<file path="config.mk">
export PLATFORM = sky130hd
export DESIGN_NAME = imem_loader
export DESIGN_NICKNAME = d
export VERILOG_FILES = /design/src/rtl/imem_loader.sv
export SDC_FILE = /design/constraint.sdc
export NUM_CORES = 1
export LEC_CHECK = 0
export ABC_AREA = 1
export BUFFER_PORTS_ARGS = -buffer_cell sky130_fd_sc_hd__buf_4
export CAP_MARGIN = 20
export CELL_PAD_IN_SITES_DETAIL_PLACEMENT = 0
export CELL_PAD_IN_SITES_GLOBAL_PLACEMENT = 1
export CORE_ASPECT_RATIO = 1.4
export CORE_MARGIN = 2
export CORE_UTILIZATION = 43
export CTS_CLUSTER_SIZE = 20
export DETAILED_ROUTE_END_ITERATION = 12
export PLACE_DENSITY_LB_ADDON = 0.1
export SYNTH_ARGS = -nofsm -noshare
export SYNTH_HDL_FRONTEND = slang
export SYNTH_SLANG_ARGS = --single-unit
</file>
<file path="constraint.sdc">
create_clock -name clk -period 2.85 [get_ports clk]
set_clock_uncertainty 0.2 [all_clocks]
set_input_delay 0.4275 -clock clk [delete_from_list [all_inputs] [get_ports clk]]
set_output_delay 0.4275 -clock clk [all_outputs]
set_load 0.01 [all_outputs]
</file>
<file path="src/rtl/imem_loader.sv">
// imem_loader
// Boot-time instruction memory loader. Takes a framed byte stream
// (16-bit little-endian word count, 4*N payload bytes, XOR checksum)
// over a valid/ready handshake, packs the payload little-endian into
// 32-bit words and writes them to consecutive word addresses starting
// at 0. The processor is held in reset until a checksum-valid image
// has been fully written.
//
// Ports:
//   clk            rising-edge clock
//   reset          asynchronous, active-low reset
//   start          one-cycle pulse; begins a load from IDLE, DONE or ERROR
//   in_data        stream byte
//   in_valid       in_data is valid
//   in_ready       loader accepts a byte this cycle
//   imem_we        instruction memory write strobe, one cycle per word
//   imem_addr      word address of the write
//   imem_wdata     instruction word of the write
//   core_reset     active-high processor reset (low only in DONE)
//   busy           load in progress
//   done           image loaded and verified
//   error          load failed
//   error_code     01 = length exceeds DEPTH, 10 = checksum mismatch
//   words_written  words written during the current or last load
module imem_loader #(
    parameter int DEPTH  = 256,
    parameter int ADDR_W = 8
) (
    input  logic              clk,
    input  logic              reset,
    input  logic              start,
    input  logic [7:0]        in_data,
    input  logic              in_valid,
    output logic              in_ready,
    output logic              imem_we,
    output logic [ADDR_W-1:0] imem_addr,
    output logic [31:0]       imem_wdata,
    output logic              core_reset,
    output logic              busy,
    output logic              done,
    output logic              error,
    output logic [1:0]        error_code,
    output logic [15:0]       words_written
);

    typedef enum logic [2:0] {
        S_IDLE,
        S_LEN_LO,
        S_LEN_HI,
        S_DATA,
        S_CHECK,
        S_DONE,
        S_ERROR
    } state_t;

    localparam logic [16:0] DEPTH_W = 17'(DEPTH);

    state_t              state_q, state_d;
    logic [15:0]         len_q, len_d;
    logic [1:0]          byteCnt_q, byteCnt_d;
    logic [23:0]         wordBuf_q, wordBuf_d;
    logic [7:0]          csum_q, csum_d;
    logic                imemWe_q, imemWe_d;
    logic [ADDR_W-1:0]   imemAddr_q, imemAddr_d;
    logic [31:0]         imemWdata_q, imemWdata_d;
    logic [1:0]          errCode_q, errCode_d;
    logic [15:0]         wordsWritten_q, wordsWritten_d;
    logic                inReady_q, inReady_d;
    logic                coreReset_q, coreReset_d;
    logic                busy_q, busy_d;
    logic                done_q, done_d;
    logic                error_q, error_d;

    logic                accept;
    logic [15:0]         lenRx;

    // in_ready is registered, so it already reflects the current state.
    assign accept = in_valid && inReady_q;
    assign lenRx  = {in_data, len_q[7:0]};

    // Next-state and next-output logic. The status outputs are computed
    // from the next state so that, once registered, they line up with
    // the state they describe.
    always_comb begin
        state_d        = state_q;
        len_d          = len_q;
        byteCnt_d      = byteCnt_q;
        wordBuf_d      = wordBuf_q;
        csum_d         = csum_q;
        imemWe_d       = 1'b0;
        imemAddr_d     = imemAddr_q;
        imemWdata_d    = imemWdata_q;
        errCode_d      = errCode_q;
        wordsWritten_d = wordsWritten_q;

        case (state_q)
            S_IDLE, S_DONE, S_ERROR: begin
                // A new load restarts the frame but leaves memory alone.
                if (start) begin
                    state_d        = S_LEN_LO;
                    wordsWritten_d = 16'd0;
                    errCode_d      = 2'b00;
                    csum_d         = 8'h00;
                    byteCnt_d      = 2'd0;
                end
            end
            S_LEN_LO: begin
                if (accept) begin
                    len_d   = {8'h00, in_data};
                    state_d = S_LEN_HI;
                end
            end
            S_LEN_HI: begin
                if (accept) begin
                    len_d = lenRx;
                    if ({1'b0, lenRx} > DEPTH_W) begin
                        state_d   = S_ERROR;
                        errCode_d = 2'b01;
                    end else if (lenRx == 16'd0) begin
                        state_d = S_CHECK;
                    end else begin
                        state_d = S_DATA;
                    end
                end
            end
            S_DATA: begin
                if (accept) begin
                    csum_d = csum_q ^ in_data;
                    if (byteCnt_q == 2'd3) begin
                        // Fourth byte completes the word; the running
                        // word count doubles as the write address.
                        imemWe_d       = 1'b1;
                        imemAddr_d     = wordsWritten_q[ADDR_W-1:0];
                        imemWdata_d    = {in_data, wordBuf_q};
                        wordsWritten_d = wordsWritten_q + 16'd1;
                        byteCnt_d      = 2'd0;
                        if ((wordsWritten_q + 16'd1) == len_q) begin
                            state_d = S_CHECK;
                        end
                    end else begin
                        wordBuf_d[8*byteCnt_q +: 8] = in_data;
                        byteCnt_d                   = byteCnt_q + 2'd1;
                    end
                end
            end
            S_CHECK: begin
                if (accept) begin
                    if (in_data == csum_q) begin
                        state_d = S_DONE;
                    end else begin
                        state_d   = S_ERROR;
                        errCode_d = 2'b10;
                    end
                end
            end
            default: begin
                state_d = S_IDLE;
            end
        endcase

        inReady_d   = state_d inside {S_LEN_LO, S_LEN_HI, S_DATA, S_CHECK};
        busy_d      = inReady_d;
        coreReset_d = (state_d != S_DONE);
        done_d      = (state_d == S_DONE);
        error_d     = (state_d == S_ERROR);
    end

    // State and registered outputs; reset forces the safe boot values.
    always_ff @(posedge clk or negedge reset) begin
        if (!reset) begin
            state_q        <= S_IDLE;
            len_q          <= 16'd0;
            byteCnt_q      <= 2'd0;
            wordBuf_q      <= 24'd0;
            csum_q         <= 8'h00;
            imemWe_q       <= 1'b0;
            imemAddr_q     <= '0;
            imemWdata_q    <= 32'd0;
            errCode_q      <= 2'b00;
            wordsWritten_q <= 16'd0;
            inReady_q      <= 1'b0;
            coreReset_q    <= 1'b1;
            busy_q         <= 1'b0;
            done_q         <= 1'b0;
            error_q        <= 1'b0;
        end else begin
            state_q        <= state_d;
            len_q          <= len_d;
            byteCnt_q      <= byteCnt_d;
            wordBuf_q      <= wordBuf_d;
            csum_q         <= csum_d;
            imemWe_q       <= imemWe_d;
            imemAddr_q     <= imemAddr_d;
            imemWdata_q    <= imemWdata_d;
            errCode_q      <= errCode_d;
            wordsWritten_q <= wordsWritten_d;
            inReady_q      <= inReady_d;
            coreReset_q    <= coreReset_d;
            busy_q         <= busy_d;
            done_q         <= done_d;
            error_q        <= error_d;
        end
    end

    assign in_ready      = inReady_q;
    assign imem_we       = imemWe_q;
    assign imem_addr     = imemAddr_q;
    assign imem_wdata    = imemWdata_q;
    assign core_reset    = coreReset_q;
    assign busy          = busy_q;
    assign done          = done_q;
    assign error         = error_q;
    assign error_code    = errCode_q;
    assign words_written = wordsWritten_q;

endmodule

</file>
Word-level counts from Yosys, hierarchy flattened
Index checks and enable logic that the tools add are counted.
{ "word_totals": {"ff_bits": 116, "inputBits": 12, "output_inout_bits": 64, "elab_cells": 97} }
{ "classes": {"n_addsub": 3, "magnitude_cmp": 1, "n_eq_ne": 24, "shifts": 2, "n_mux": 34, "bitwise": 3, "n_reduce_logical": 15} }
{ "ops": {"columns": ["operator", "count"], "rows": [
  ["two-way mux 16 bit", 5],
  ["case mux 16 bit (2 select lines)", 2],
  ["negator 5 -> 34 bit", 1],
  ["variable shift 8 x 34 -> 24 bit (first input constant)", 1],
  ["variable part select 8 x 34 -> 24 bit", 1],
  ["two-way mux 3 bit", 9],
  ["bitwise mux 24 bit", 1],
  ["equality test 3 bit (second input constant)", 6],
  ["adder 16 x 1 -> 16 bit (second input constant)", 1],
  ["equality test 16 bit", 1],
  ["> comparator 16 x 9 -> 1 bit (second input constant)", 1],
  ["zero test 16 bit", 1],
  ["two-way mux 2 bit", 8],
  ["two-way mux 8 bit", 2],
  ["!= test 2 bit (second input constant)", 8],
  ["case mux 8 bit (2 select lines)", 1],
  ["case mux 3 bit (5 select lines)", 1],
  ["AND reduction 3 bit", 5],
  ["equality test 3 x 2 -> 1 bit (second input constant)", 4],
  ["equality test 8 bit", 1],
  ["bitwise XOR 8 bit", 1],
  ["equality test 3 x 1 -> 1 bit (second input constant)", 2],
  ["case mux 2 bit (3 select lines)", 1],
  ["AND reduction 6 bit", 1],
  ["other kinds (13)", 17]
]} }

Depth between registers and ports, before layout
{ "logic_depth": {"ltp_word": 8, "mapped_depth": 17, "depth_no_buf": 17} }

Worst setup path after synthesis
Ideal clock, no wire load.
{ "synth_timing": {"kind": "register -> register", "from": "register wordsWritten_q[0], in the netlist words_written[0]", "to": "register busy_q, in the netlist busy", "setup_time_ps": 116, "arrival_time_ps": 1806, "t_required_ps": 2534, "slack_ps": 727, "stages_incl_launch_ff": 17, "n_path_buf": 0, "path_cell_list": "dfrtp_1 > ha_1 > nand2_1 > nor2_2 > nand2_1 > nand2_1 > nand2_1 > nand2_1 > nand2_1 > nor2_1 > nand2_1 > nor2_1 > nand3_2 > o21bai_4 > inv_1 > nand2_1 > nand2_1"} }
{ "synth_between": {"elab_chain_len": 8} }
{ "synth_lines": {"columns": ["item", "line_no", "source"], "rows": [
  ["start, declared", "67", "logic [15:0] wordsWritten_q, wordsWritten_d;"],
  ["start signal, assigned", "196", "wordsWritten_q <= wordsWritten_d;"],
  ["adder 16 x 1 -> 16 bit (*)", "137", "if ((wordsWritten_q + 16'd1) == len_q) begin"],
  ["equality test 16 bit (*)", "137", null],
  ["two-way mux 3 bit (*)", "137", null],
  ["two-way mux 3 bit (*)", "129", "if (byteCnt_q == 2'd3) begin"],
  ["two-way mux 3 bit (*)", "127", "if (accept) begin"],
  ["case mux 3 bit (5 select lines) (*)", "96", "case (state_q)"],
  ["named net state_d[2]", "58", "state_t state_q, state_d;"],
  ["equality test 3 x 1 -> 1 bit, or another cell as far along", "161", "inReady_d = state_d inside {S_LEN_LO, S_LEN_HI, S_DATA, S_CHECK};"],
  ["nonzero test 4 bit (*)", "161", null],
  ["named net busy_d", "70", "logic busy_q, busy_d;"],
  ["end signal, assigned", "199", "busy_q <= busy_d;"],
  ["end, declared", "70", null]
]} }
Mark *: on every way through the listed nets, which the timed path passes. The rest lies on a longest branch.
A chain may end at the register's enable or synchronous reset.

Final worst setup path
{ "layout_timing": {"from": "register wordsWritten_q[1], in the netlist words_written[1]", "to": "register busy_q, in the netlist busy"} }
{ "layout_between": {"elab_chain_len": 8} }
{ "layout_lines": {"columns": ["item", "line_no"], "rows": [
  ["adder 16 x 1 -> 16 bit (*)", "137"],
  ["equality test 16 bit (*)", "137"],
  ["two-way mux 3 bit (*)", "137"],
  ["two-way mux 3 bit (*)", "129"],
  ["two-way mux 3 bit (*)", "127"],
  ["case mux 3 bit (5 select lines) (*)", "96"],
  ["equality test 3 x 1 -> 1 bit, or another cell as far along", "161"],
  ["nonzero test 4 bit (*)", "161"],
  ["named net busy_d", "70"]
]} }
Marks and branches as above.

==> metrics <==
Routability Congestion 0.829; Die X 99.3 um; half-perimeter wire length of the detailed placement result 10.5 mm; clock-pin slew reported for the worst setup and hold paths after clock tree synthesis 0.06 ns; total setup violations reported at the end of the flow 0; global-route wire length before repair 23.5 mm; met1 routing resource usage after global routing 26.8%; Worst Hold Launch in_data[5]; count of cell types in the netlist 31; outcome finished clean; final-report max-slew violation count 0; met3 routing resource usage after global routing 3.96%; clock latency reported for the late side of the worst-skew pair 0.41 ns; number of antenna repair diodes 0; Highest Clock Rate 391 MHz; post-CTS setup-driven buffer insertion count 0; top cells by area in the synthesized netlist dfrtp_1, nand2_1, o21ai_0, inv_1, nand3_1; critical path fanouts, max 6; Tmin final 2.56 ns; post-synthesis sequential area ratio 53.1%; Net Count, Synth 674; met2 track utilization from global routing 39.4%; data arrival time at the worst-slack endpoint 2.66 ns; number of nets in the layout 760; Filler cells 1142; Inserted Clock Buffers 17; Tcrit/Tclk final 89.7%; length of the first detailed-routing pass in iterations 4; gr busiest metal met2; Area growth, synth to finish 26.2%; I/O pin count 76; cell area after synthesis 0.00547 mm^2; ratio of routed vias to standard cells 5.19; total number of yosys warnings 0; post-cts resize count 0; Yosys top cell by area dfrtp_1; Sinks on Clock Net 116; detailed-route via count 4694; H-tree levels 4; cell repeated most along the worst path nand2_1; largest net degree at the start of global routing 57; clk root buf clkbuf_16; Final Routed Wirelength 14.4 mm; proportion of layout cells with a drive suffix above 1 18.0%; deepest clock path buffer count 2; area of the die 0.0137 mm^2; CP Cell Sequence ha_1 -> nand2_1 -> nor2_2 -> nand4_1 -> nand2_1 -> nand2_1 -> nand2_1 -> nand2_1 -> nor2_1 -> nand3_2 -> nand2_2 -> nand3_1 -> nand2_1 -> nand2_1; Worst Setup End Kind register; CTS tree built; critical register-to-register path startpoint words_written[1]; worst slew pin tran 0.738 ns; slowest cell on the critical path dfrtp_1; flip-flop and latch area 0.00290 mm^2; Worst Path Buf+Inv 0; cell total after placement 872; required time reported for the critical path endpoint 2.95 ns; Hold/Removal Path Class in2reg; Seq cells post-synth 116; number of buffer cells added on primary ports 75; Final Hold Violating Endpoints 0; die outline height 137 um; number of global-route vias before repair 4710; Congestion Overflow GR 0; detailed-route DRC error count 0; number of routed nets with antenna violations 0; area share of the largest cell type after synthesis 52.6%; unrepaired setup endpoints after global routing false; area of the placeable core 0.0124 mm^2; Total GRT Usage 22.2%; number of antenna violations at the first check in global routing 0; Maximum Capacitance Violations 0; row count 48; VDD IR-drop max 0.000450 V; total negative slack 0 ns; post-DR wirelength/cell 15.9 um; startpoint of the most critical setup path words_written[1]; post-cts hold buffer count 1; start-to-end type of the worst setup path reg2reg; synthesized area per cell 8.34 um^2; area taken by multi-input logic gates 0.00215 mm^2; startpoint type of the worst setup path register; crit-path leading delay family simple AND/OR/NAND/NOR gates; non-filler cells in the finished layout 905; worst stage delay on the critical path 0.43 ns; Iteration-0 DRC Markers 278; power per standard cell area 961 mW/mm^2; Initial Util 44.2%; Max-Slew Margin vs Limit 50.8%; Synth Instances 656; leakage power summed over all cells 0.00339 uW
==> cell usage after synthesis <==
cell type / n
dfstp_2: 1
nand2_1: 154
buf_4: 3
a21oi_1: 2
ha_1: 6
nor2_2: 3
xor2_1: 5
nand2_2: 3
inv_2: 2
dfrtp_1: 115
o21ai_0: 92
nor2_1: 43
nor3b_1: 3
o21bai_4: 1
o211ai_1: 2
o21ai_1: 1
inv_1: 84
clkbuf_1: 15
nand3_2: 1
o21ai_2: 1
xnor2_1: 5
buf_2: 3
o21bai_1: 2
xnor3_1: 1
nor2_4: 3
nand4_1: 25
o22ai_1: 16
nand3_1: 58
nand3b_1: 4
nor3_1: 1
a21oi_2: 1
==> layout by cell type, fill, tap and decap left out, types with 2 or more instances in the layout <==
cell        instances
buf_4              86
nand2_2             4
nor2_1             43
a21oi_1             2
o22ai_1            16
nor3b_1             3
nand2_1           153
xnor2_1             5
clkbuf_16          17
clkinvlp_4          3
xor2_1              5
o211ai_1            2
ha_1                6
clkinv_4            3
dfrtp_1           115
o21ai_0            92
inv_6               3
nand3b_1            4
bufinv_16           5
nand4_1            25
inv_2               2
inv_1              84
o21bai_1            2
nor2_2              3
nor2_4              3
nand3_1            58
==> power breakdown <==
part           switching [uW]  total, uW  internal (uW)
registers                 241       2330           2090
logic                    1210       1930            714
clock network             794       2380           1590
==> routing by layer <==
layer	up-vias	wire, um
li1	2329	-
met1	2256	6070
met2	88	7560
met3	21	429
met4	0	323
met5	-	0
==> area by class of cell <==
| cell class | instances | share of cell area (%) |
|---|---|---|
| inverter | 86 | 4.67 |
| multi-input combinational | 433 | 31.2 |
| clock inverter | 14 | 3.26 |
| clock buffer | 18 | 6.36 |
| timing repair buffer | 88 | 9.78 |
| sequential | 116 | 42.0 |
| tap | 150 | 2.72 |
==> cells by family (layout without fill, tap and decap cells) <==
logic type	count (synthesis)	count (layout)	synth area share [%]
flops	116	116	53.1
compound gates	118	118	11.7
xor+xnor	11	11	2.01
buf+inv	107	206	7.61
simple gates	298	298	24.2
fa+ha+maj	6	6	1.37
==> sequential cells by signal (all words and copies together), names as in the netlist <==
| signal | cells |
|---|---|
| busy | 1 |
| byteCnt_q | 2 |
| core_reset | 1 |
| csum_q | 8 |
| done | 1 |
| error | 1 |
| error_code | 2 |
| imem_addr | 8 |
| imem_wdata | 32 |
| imem_we | 1 |
| len_q | 16 |
| state_q | 3 |
| wordBuf_q | 24 |
| words_written | 16 |
==> path summary, 6_finish.rpt <==
path                                 to  slack [ns]  cells past startpoint
setup / recovery                   busy        0.29                     14
hold / removal             wordBuf_q[5]        0.12                      3
setup reg to reg                   busy        0.29                     14
hold reg to reg            imem_addr[5]        0.28                      2
max in group asynchronous  wordBuf_q[6]        1.33                      3
min in group asynchronous  imem_addr[6]        0.42                      2
==> through the flow <==
stage | setup slack [ns] | utilization, % | power [uW] | hold WS (ns) | cell area, um^2
after global placement | 0.330 | 50.4 | 4260 | 0.266 | 6230
final | 0.295 | 55.8 | 6640 | 0.124 | 6910
after detailed placement | 0.320 | 50.4 | 4300 | 0.275 | 6230
after global routing | 0.00222 | 55.8 | 7060 | 0.125 | 6910
after CTS | 0.304 | 55.8 | 6700 | 0.109 | 6910
after floorplan | 0.727 | - | 3570 | -0.0681 | 5470
==> tightest hold or removal path, cell delays in order <==
cell and delay, ns:
buf_4 0.12, nand3_1 0.07, o21ai_0 0.07
Note: power is estimated with default switching activity, not from simulation.
